<file path="src/rtl/systolic_result_collector.sv">
// Collects one result matrix from the systolic array driver, then replays it over a valid/ready
// stream in row- or column-major order. Define RESULT_RELU_EN to clamp negative words at capture.
module systolic_result_collector #(
  parameter int unsigned width_p        = 32,
  parameter int unsigned array_width_p  = 2,
  parameter int unsigned array_height_p = 2,
  parameter int unsigned col_major_p    = 0
) (
  input  logic               clk_i,
  input  logic               reset_i,
  input  logic               en_i,
  input  logic               start_i,
  output logic               flush_o,
  input  logic               valid_i,
  input  logic [width_p-1:0] data_i,
  output logic               yumi_o,
  output logic               valid_o,
  input  logic               ready_i,
  output logic [width_p-1:0] data_o,
  output logic               last_o,
  output logic               done_o,
  output logic               busy_o
);

  localparam int unsigned N    = array_width_p * array_height_p;
  localparam int unsigned CntW = (N > 1) ? $clog2(N) : 1;
  localparam logic [CntW-1:0] LastIdx = CntW'(N - 1);

  typedef enum logic [4:0] {
    StIdle    = 5'b00001,
    StFlush   = 5'b00010,
    StCapture = 5'b00100,
    StDrain   = 5'b01000,
    StDone    = 5'b10000
  } state_e;

  state_e            state_q, state_d;
  logic [CntW-1:0]   cap_cnt_q, cap_cnt_d;
  logic [CntW-1:0]   rd_cnt_q, rd_cnt_d;
  logic [width_p-1:0] mem_q [N];
  logic [width_p-1:0] mem_d [N];
  logic [width_p-1:0] wr_data;
  logic [CntW-1:0]   rd_addr;
  int unsigned       rd_idx;

  always_comb begin
`ifdef RESULT_RELU_EN
    wr_data = data_i[width_p-1] ? '0 : data_i;
`else
    wr_data = data_i;
`endif
  end

  // Column-major replay walks down each column of the row-major buffer.
  always_comb begin
    rd_idx = 32'(rd_cnt_q);
    if (col_major_p != 0) begin
      rd_addr = CntW'((rd_idx % array_height_p) * array_width_p + rd_idx / array_height_p);
    end else begin
      rd_addr = rd_cnt_q;
    end
  end

  always_comb begin
    flush_o = (state_q == StFlush);
    // Never consume a driver word while reset is being applied.
    yumi_o  = (state_q == StCapture) & valid_i & en_i & reset_i;
    valid_o = (state_q == StDrain);
    data_o  = valid_o ? mem_q[rd_addr] : '0;
    last_o  = valid_o & (rd_cnt_q == LastIdx);
    done_o  = (state_q == StDone);
    busy_o  = (state_q != StIdle);
  end

  always_comb begin
    mem_d = mem_q;
    if (yumi_o) begin
      mem_d[cap_cnt_q] = wr_data;
    end
  end

  always_comb begin
    state_d   = state_q;
    cap_cnt_d = cap_cnt_q;
    rd_cnt_d  = rd_cnt_q;
    if (en_i) begin
      unique case (state_q)
        StIdle: begin
          if (start_i) state_d = StFlush;
        end
        StFlush: begin
          state_d   = StCapture;
          cap_cnt_d = '0;
        end
        StCapture: begin
          if (yumi_o) begin
            if (cap_cnt_q == LastIdx) begin
              state_d   = StDrain;
              cap_cnt_d = '0;
              rd_cnt_d  = '0;
            end else begin
              cap_cnt_d = cap_cnt_q + 1'b1;
            end
          end
        end
        StDrain: begin
          if (ready_i) begin
            if (rd_cnt_q == LastIdx) begin
              state_d  = StDone;
              rd_cnt_d = '0;
            end else begin
              rd_cnt_d = rd_cnt_q + 1'b1;
            end
          end
        end
        StDone: begin
          state_d = StIdle;
        end
        default: begin
          state_d = StIdle;
        end
      endcase
    end
  end

  always_ff @(posedge clk_i) begin
    if (!reset_i) begin
      state_q   <= StIdle;
      cap_cnt_q <= '0;
      rd_cnt_q  <= '0;
    end else begin
      state_q   <= state_d;
      cap_cnt_q <= cap_cnt_d;
      rd_cnt_q  <= rd_cnt_d;
    end
  end

  always_ff @(posedge clk_i) begin
    mem_q <= mem_d;
  end

endmodule
</file>
<file path="config.mk">
export PLATFORM = sky130hd
export DESIGN_NAME = systolic_result_collector
export DESIGN_NICKNAME = d
export VERILOG_FILES = /design/src/rtl/systolic_result_collector.sv
export SDC_FILE = /design/constraint.sdc
export NUM_CORES = 1
export LEC_CHECK = 0
export BUFFER_PORTS_ARGS = -buffer_cell sky130_fd_sc_hd__buf_4
export CORE_ASPECT_RATIO = 0.75
export CORE_MARGIN = 5
export CORE_UTILIZATION = 45
export DETAILED_ROUTE_END_ITERATION = 7
export PLACE_DENSITY = 0.66
export SLEW_MARGIN = 20
export SYNTH_ARGS = -nofsm -noshare
export SYNTH_HDL_FRONTEND = slang
export SYNTH_SLANG_ARGS = --single-unit
</file>
<file path="constraint.sdc">
create_clock -name clk_i -period 5 [get_ports clk_i]
set_input_delay 1 -clock clk_i [delete_from_list [all_inputs] [get_ports clk_i]]
set_output_delay 1 -clock clk_i [all_outputs]
set_load 0.02 [all_outputs]
</file>
======== Yosys cells after proc, flatten, opt, wreduce, memory -nomap -nowiden ========
Index checks and enable logic that the tools add are counted.
word-level totals
  flip-flop bits (word level) ............. 137
  logic and storage cells ................. 58
  bits of input ports ..................... 38
cells by class
  multiplexer cells ....................... 21
  reduce and logical (&&, ||, !) cells .... 6
  order comparisons ....................... 3
  add/subtract/negate cells ............... 2
  bitwise gates (word level) .............. 6
  equality and inequality tests ........... 13
operators with widths
  cell                                                                    count
  128-bit bitwise mux                                                     1
  32-bit two-way mux                                                      4
  32-bit binary-select mux with 2-bit select                              1
  32-bit demux with 2-bit select                                          1
  5-bit two-way mux                                                       5
  5-bit one-hot mux with 4 select lines                                   1
  2-bit two-way mux                                                       6
  2-bit one-hot mux with 2 select lines                                   2
  3-bit >= comparator (second input constant)                             2
  2-bit by 1-bit != test with 1-bit output (second input constant)        3
  2-bit NOT with 3-bit output                                             2
  6-bit AND reduction                                                     1
  5-bit by 1-bit equality test with 1-bit output (second input constant)  1
  5-bit by 2-bit equality test with 1-bit output (second input constant)  1
  5-bit by 3-bit equality test with 1-bit output (second input constant)  1
  5-bit by 4-bit equality test with 1-bit output (second input constant)  1
  5-bit equality test (second input constant)                             1
  5-bit by 1-bit != test with 1-bit output (second input constant)        1
  5-bit AND reduction                                                     1
  2-bit by 1-bit adder with 2-bit output (second input constant)          2
  1-bit AND                                                               4
  2-bit equality test (second input constant)                             2
  2-bit != test (second input constant)                                   2
  2-bit nonzero test                                                      2
  3 further kinds                                                         3

======== Logic depth before layout (Yosys ltp) ========
Gate-level depths: netlist (run 1).
  depth after elaboration ................. 6
  mapped depth ............................ 5

======== Worst setup path after synthesis (run 1) ========
OpenSTA, ideal clock, no wires.
  kind .................................... input to register
  from .................................... in reset_i
  to ...................................... reg mem_q[0] in the netlist's numbering, enable pin
  data required time ...................... 4.539 ns
  arrival time ............................ 3.527 ns
  stages .................................. 3
  path buffers ............................ 1
  path slack .............................. 1.012 ns
  path through ............................ buf_2 > nand4_1 > nor3_1
on the way
  word-level cells in the longest chain between the ends .. 1
ends and longest elaborated chain
  element               RTL line  source
  from (decl)           10        input logic reset_i,
  1-bit AND             67        yumi_o = (state_q == StCapture) & valid_i & en_i & reset_i;
  to (signal assigned)  139       mem_q <= mem_d;
  to (decl)             40        logic [width_p-1:0] mem_q [N];
Every way passes these cells.
A chain may end at the register's enable or synchronous reset.

======== Final worst setup path (run 1) ========
  from .................................... reg rd_cnt_q[0], in the netlist rd_addr[0]
  to ...................................... out data_o[25]
on the way
  word-level cells in the longest chain between the ends .. 5
ends and longest elaborated chain
  element                                                RTL line  source
  from (decl)                                            39        logic [CntW-1:0] rd_cnt_q, rd_cnt_d;
  from (signal assigned)                                 134       rd_cnt_q <= rd_cnt_d;
  2-bit NOT with 3-bit output (implied by the code)      69        data_o = valid_o ? mem_q[rd_addr] : '0;
  32-bit binary-select mux with 2-bit select             69
  32-bit two-way mux (implied by the code) (2 in a row)  69
  32-bit two-way mux                                     69
  to (decl)                                              19        output logic [width_p-1:0] data_o,
Every way passes these cells. The select of a mux whose other input is x is not followed.

==> results of run 1 <==
==> worst max-delay path by stage <==
stage	end	slack, ns	from
finish	data_o[25]	1.42	rd_addr[0]
global route	data_o[16]	1.21	rd_addr[0]
CTS	data_o[25]	1.34	rd_addr[0]
detailed placement	data_o[25]	1.78	rd_addr[0]
global placement	data_o[26]	1.81	rd_addr[0]
floorplan	mem_q[0]	1.01	reset_i
==> registers in the layout, indices dropped and copies added (netlist names) <==
name and flops:
rd_addr 2, state_q 5, cap_cnt_q 2, mem_q 128
==> critical path, stage by stage (launching register included) <==
cell	delay [ns]
dfxtp_2	0.84
buf_4	0.42
mux4_2	0.54
and3_1	0.20
buf_4	0.16
==> cell type report <==
type | count | area [sq um]
clock buffer | 17 | 425
clock inverter | 15 | 141
fill | 953 | 5300
inverter | 9 | 33.8
multi-input combinational | 125 | 1400
sequential | 137 | 4030
tap | 166 | 208
timing repair buffer | 79 | 593
==> per-layer routing <==
metal  vias up  global-route usage  routed length (microns)
li1       1329                   -                        -
met1      1486               0.235                     5110
met2        78               0.228                     5070
met3         6              0.0377                      649
met4         0              0.0677                       61
met5         -                   0                        0
==> where the power goes <==
| part | internal (W) | switching (W) | total [W] | leakage, nW |
|---|---|---|---|---|
| Combinational | 0.0000423 | 0.0000538 | 0.0000961 | 0.962 |
| Clock | 0.000692 | 0.000481 | 0.00117 | 0.261 |
| Sequential | 0.00125 | 0.00000521 | 0.00126 | 1.22 |
==> cell families (layout without fill, tap and decap cells) <==
logic type,count (synthesis),after routing,share of synthesized area
AO/OA/AOI/OAI,7,7,0.0150
adder cells (fa/ha/maj),5,5,0.0114
buffers and inverters,25,120,0.0193
flip-flops,137,137,0.730
multiplexers,39,39,0.144
AND/OR/NAND/NOR,74,74,0.0799
==> per-stage QoR <==
step                      hold WS [ns]  setup WS (ns)  power, W  std cells
after floorplan                  0.468           1.01   0.00133        287
after detailed placement         0.504           1.78   0.00138        516
after global routing             0.550           1.21   0.00262        548
after global placement           0.482           1.81   0.00138        516
after CTS                        0.512           1.34   0.00255        548
final                            0.512           1.42   0.00253        548
==> cell usage in the layout (no fill, tap or decap), types with 2 or more instances in the layout <==
master / instances
ha_1: 5
inv_1: 9
nand2_1: 15
dfxtp_2: 2
mux2i_1: 6
inv_6: 6
nor3_2: 2
mux4_2: 32
nor2_1: 4
clkinv_4: 2
and2_2: 3
nand4_1: 2
and3_1: 32
edfxtp_1: 128
dfxtp_1: 7
o22ai_1: 2
clkbuf_16: 17
buf_4: 79
clkinvlp_4: 5
nand3_1: 3
==> run_results.csv, run 1 <==
group,metric,value,unit
synthesis,synth_area_leaders,"edfxtp_1, mux4_2, and3_1",
floorplanning,die_x,138,microns
clock_network,clk_latency,0.41,ns
synthesis,ys_seq_elements,137,
setup_path,crit_fanout,22,
detailed_routing,postRouteWirelength,10900,microns
min_path,min_to,"cap_cnt_q[1]",
sta,worst_slew_pin_slew,0.910,ns
synthesis,synth_edf_count,128,
clock_network,root_buffer,"clkbuf_16",
setup_path,end_kind,"output port",
floorplanning,io_pins,76,
global_routing,grt_overflow,0,
power,p_per_area,370,mW/mm^2
floorplanning,rows,35,
clock_network,postCtsSetupRepairBufs,0,
power,p_leak,2.45,nW
layout,fin_nets,412,
synthesis,synthArstFlopShare,0,
sta,final.period_utilization,0.716,
synthesis,synth_seq_area_share,0.730,
floorplanning,start_util,0.454,
min_path,hp-start,"cap_cnt_q[1]",
layout,layout-drive-gt1-share,0.414,
clock_network,h-tree-depth,4,
synthesis,yosysMostFrequentCell,"edfxtp_1",
synthesis,yosysTopAreaCellShare,0.697,
clock_network,cts_hold_buf,0,
floorplanning,die_h,106,microns
setup_path,arrival,2.58,ns
clock_network,cts_tree,"built",
global_routing,grt_pass1_vias,3013,
global_routing,antenna_found_initial,0,
global_routing,grt_pass1_wl,17000,microns
setup_path,path_class,"reg -> out",
synthesis,synth_cell_types,33,
setup_path,r2r_end,"state_q[0]",
clock_network,post_cts_resize_count,0,
min_path,min_path_cells,2,
placement,port_buffers,75,
layout,num_antenna_cells,0,
synthesis,synth_area_per_cell,19.2,sq um
setup_path,r2r_slack,2.49,ns
detailed_routing,routed_via_density,5.29,
floorplanning,dieArea,0.0146,sq mm
status,status,"complete, no violations",
sta,rsz0062_at_grt,"false",
synthesis,synth_warnings,0,
clock_network,clk_pin_slew,0.06,ns
global_routing,grtUsageTotal,0.160,
clock_network,clock-sinks,137,
detailed_routing,routedWlPerCell,19.9,microns
synthesis,synth_common_cells,"edfxtp_1, and3_1, mux4_2",
synthesis,synth_largest_area_cell,"edfxtp_1",
layout,area_growth,24.0,%
detailed_routing,antenna_left,0,
synthesis,syn-cell-area,0.00551,sq mm
synthesis,synth_nets,330,
global_routing,grt_max_degree,35,
clock_network,cts_buffers,17,
detailed_routing,drt_iter0_markers,188,
synthesis,ys.flop_type,"edfxtp_1",
sta,finalSetupViolations,0,
layout,postLayoutCoreUtil,0.563,
sta,hold_violations,0,
setup_path,rr_worst_depth,5,
clock_network,cts.path.max_buffers,2,
setup_path,r2r_start,"rd_addr[0]",
synthesis,syn_inst,287,
min_path,min_path_type,"reg -> reg",
run,cap_viol_max_count,0,
detailed_routing,drc,0,
power,irDropWorstVdd,0.000264,V
placement,dpl_cell_area,0.00626,sq mm
sta,relSlewSlack,0.393,
floorplanning,core,0.0121,sq mm
setup_path,required,4.00,ns
sta,fin_skew,0.00722,ns
detailed_routing,dr.pass1.iters,4,
setup_path,startpoint_type,"flip-flop",
layout,fin_area,0.00683,sq mm
placement,place_congestion,0.796,
sta,tns,0,ns
sta,maxSlewViolCount,0,
sta,period_needed,3.58,ns
detailed_routing,vias,2899,
sta,fmax,279,MHz
placement,dp_hpwl,6500,microns
No activity file was read; power rests on OpenSTA's default activity.
==> run 2: changes to the inputs <==
==> constraint.sdc (replaced) <==
create_clock -name clk_i -period 3.5 [get_ports clk_i]
set_input_delay 0.7 -clock clk_i [delete_from_list [all_inputs] [get_ports clk_i]]
set_output_delay 0.7 -clock clk_i [all_outputs]
set_load 0.02 [all_outputs]
==> run_results.csv, run 2 (same netlist as run 1, synthesis figures left out) <==
group,metric,value,unit
sta,worst_slew_pin_slew,0.589,ns
power,irDropWorstVdd,0.000364,V
sta,final.period_utilization,0.826,
power,p_leak,2.50,nW
power,internal-power,0.00278,W
detailed_routing,routed_via_density,5.28,
setup_path,startpoint_type,"flip-flop",
power,power_switching,0.000800,W
detailed_routing,dr.pass1.iters,4,
layout,area_growth,24.7,%
sta,relSlewSlack,0.607,
run,cap_viol_max_count,0,
clock_network,post_cts_resize_count,0,
global_routing,grt_pass1_vias,3091,
power,p_per_area,521,mW/mm^2
clock_network,clk_pin_slew,0.06,ns
layout,largest_reg_flops,128,
sta,finalSetupViolations,0,
floorplanning,dieArea,0.0146,sq mm
floorplanning,die_x,138,microns
power,clkPwrFrac,0.460,
global_routing,grt_overflow,0,
detailed_routing,vias,2924,
layout,fin_area,0.00688,sq mm
layout,top_register,"mem_q",
layout,layout_commonest_cell,"edfxtp_1",
sta,fmax,346,MHz
sta,fin_skew,0.0103,ns
sta,tns,0,ns
detailed_routing,drt_iter0_markers,207,
setup_path,critPathMaxStageDelay,0.64,ns
detailed_routing,drc,0,
sta,period_needed,2.89,ns
floorplanning,io_pins,76,
layout,fin_nets,418,
setup_path,arrival,2.19,ns
clock_network,postCtsSetupRepairBufs,0,
min_path,hp-start,"data_i[22]",
placement,dpl_cell_area,0.00632,sq mm
detailed_routing,routedWlPerCell,19.9,microns
setup_path,path_class,"reg -> out",
sta,maxSlewViolCount,0,
detailed_routing,postRouteWirelength,11000,microns
clock_network,cts_buffers,17,
setup_path,r2r_start,"state_q[2]",
setup_path,end_kind,"output port",
power,p_sw_frac,0.223,
floorplanning,rows,35,
clock_network,clk_latency,0.41,ns
setup_path,crit_start,"rd_addr[0]",
placement,place_congestion,0.750,
sta,hold_violations,0,
clock_network,cts_tree,"built",
global_routing,antenna_found_initial,0,
power,p_seq_frac,0.502,
global_routing,grtUsageTotal,0.160,
global_routing,grt_max_degree,34,
setup_path,crit_fanout,17,
setup_path,required,2.80,ns
layout,num_antenna_cells,0,
setup_path,r2r_slack,1.15,ns
floorplanning,core,0.0121,sq mm
placement,dp_hpwl,6800,microns
floorplanning,start_util,0.454,
clock_network,clock-sinks,137,
power,combPwrFrac,0.038,
floorplanning,die_h,106,microns
clock_network,h-tree-depth,4,
global_routing,grt_pass1_wl,17100,microns
min_path,min_path_type,"in -> reg",
setup_path,path_cells,"buf_12 > mux4_2 > and3_1 > buf_4",
clock_network,cts_hold_buf,0,
setup_path,worst_path_max_delay_cell,"dfxtp_2",
layout,layout_common_cells,"edfxtp_1, buf_4, mux4_2, and3_1, clkbuf_16",
clock_network,root_buffer,"clkbuf_16",
layout,fill_cells,939,
placement,port_buffers,75,
sta,rsz0062_at_grt,"false",
clock_network,cts.path.max_buffers,2,
status,status,"complete, no violations",
layout,reg_top3,"mem_q (128), state_q (5)",
layout,layout-drive-gt1-share,0.425,
detailed_routing,antenna_left,0,
## run 2: layout make-up
cell class | instances | area [sq um] | area share
Sequential cell | 137 | 4030 | 0.586
Timing Repair Buffer | 85 | 651 | 0.0946
Inverter | 9 | 33.8 | 0.00491
Clock inverter | 15 | 128 | 0.0186
Multi-Input combinational cell | 125 | 1400 | 0.204
Clock buffer | 17 | 425 | 0.0619
Tap cell | 166 | 208 | 0.0302
## run 2: power by group through the flow
stage                     sequential [W]  combinational (W)  clock, W
after floorplan                  0.00183          0.0000620         0
after detailed placement         0.00183           0.000137         0
after CTS                        0.00180           0.000137   0.00169
final                            0.00180           0.000136   0.00165
after global placement           0.00183           0.000133         0
after global routing             0.00180           0.000148   0.00175
## run 2: critical path, delay by kind of cell, from the launching register on
| family | cells | cell delay (ns) |
|---|---|---|
| buf+inv | 2 | 0.41 |
| flops | 1 | 0.64 |
| mux | 1 | 0.51 |
| simple gates | 1 | 0.22 |
## run 2: per-stage QoR
step	setup slack, ns	util	total power, W	std cells	hold slack (ns)
6_report	0.609	0.567	0.00358	554	0.486
4_1_cts	0.545	0.567	0.00362	554	0.467
5_1_grt	0.463	0.567	0.00370	554	0.466
2_1_floorplan	0.778	-	0.00189	287	0.468
3_5_place_dp	0.970	0.521	0.00197	522	0.508
3_3_place_gp	1.01	0.521	0.00197	522	0.500
## run 2: worst paths after layout
kind,to,depth (start not counted)
max,data_o[21],4
min,mem_q[86],1
max reg2reg,mem_q[33],5
min reg2reg,cap_cnt_q[1],2
## run 2: per-layer routing
layer	vias to the layer above	track usage	share of wire
li1	1335	-	-
met1	1507	0.216	0.45
met2	73	0.247	0.48
met3	9	0.0534	0.060
met4	0	0.0487	0.010
met5	-	0	0
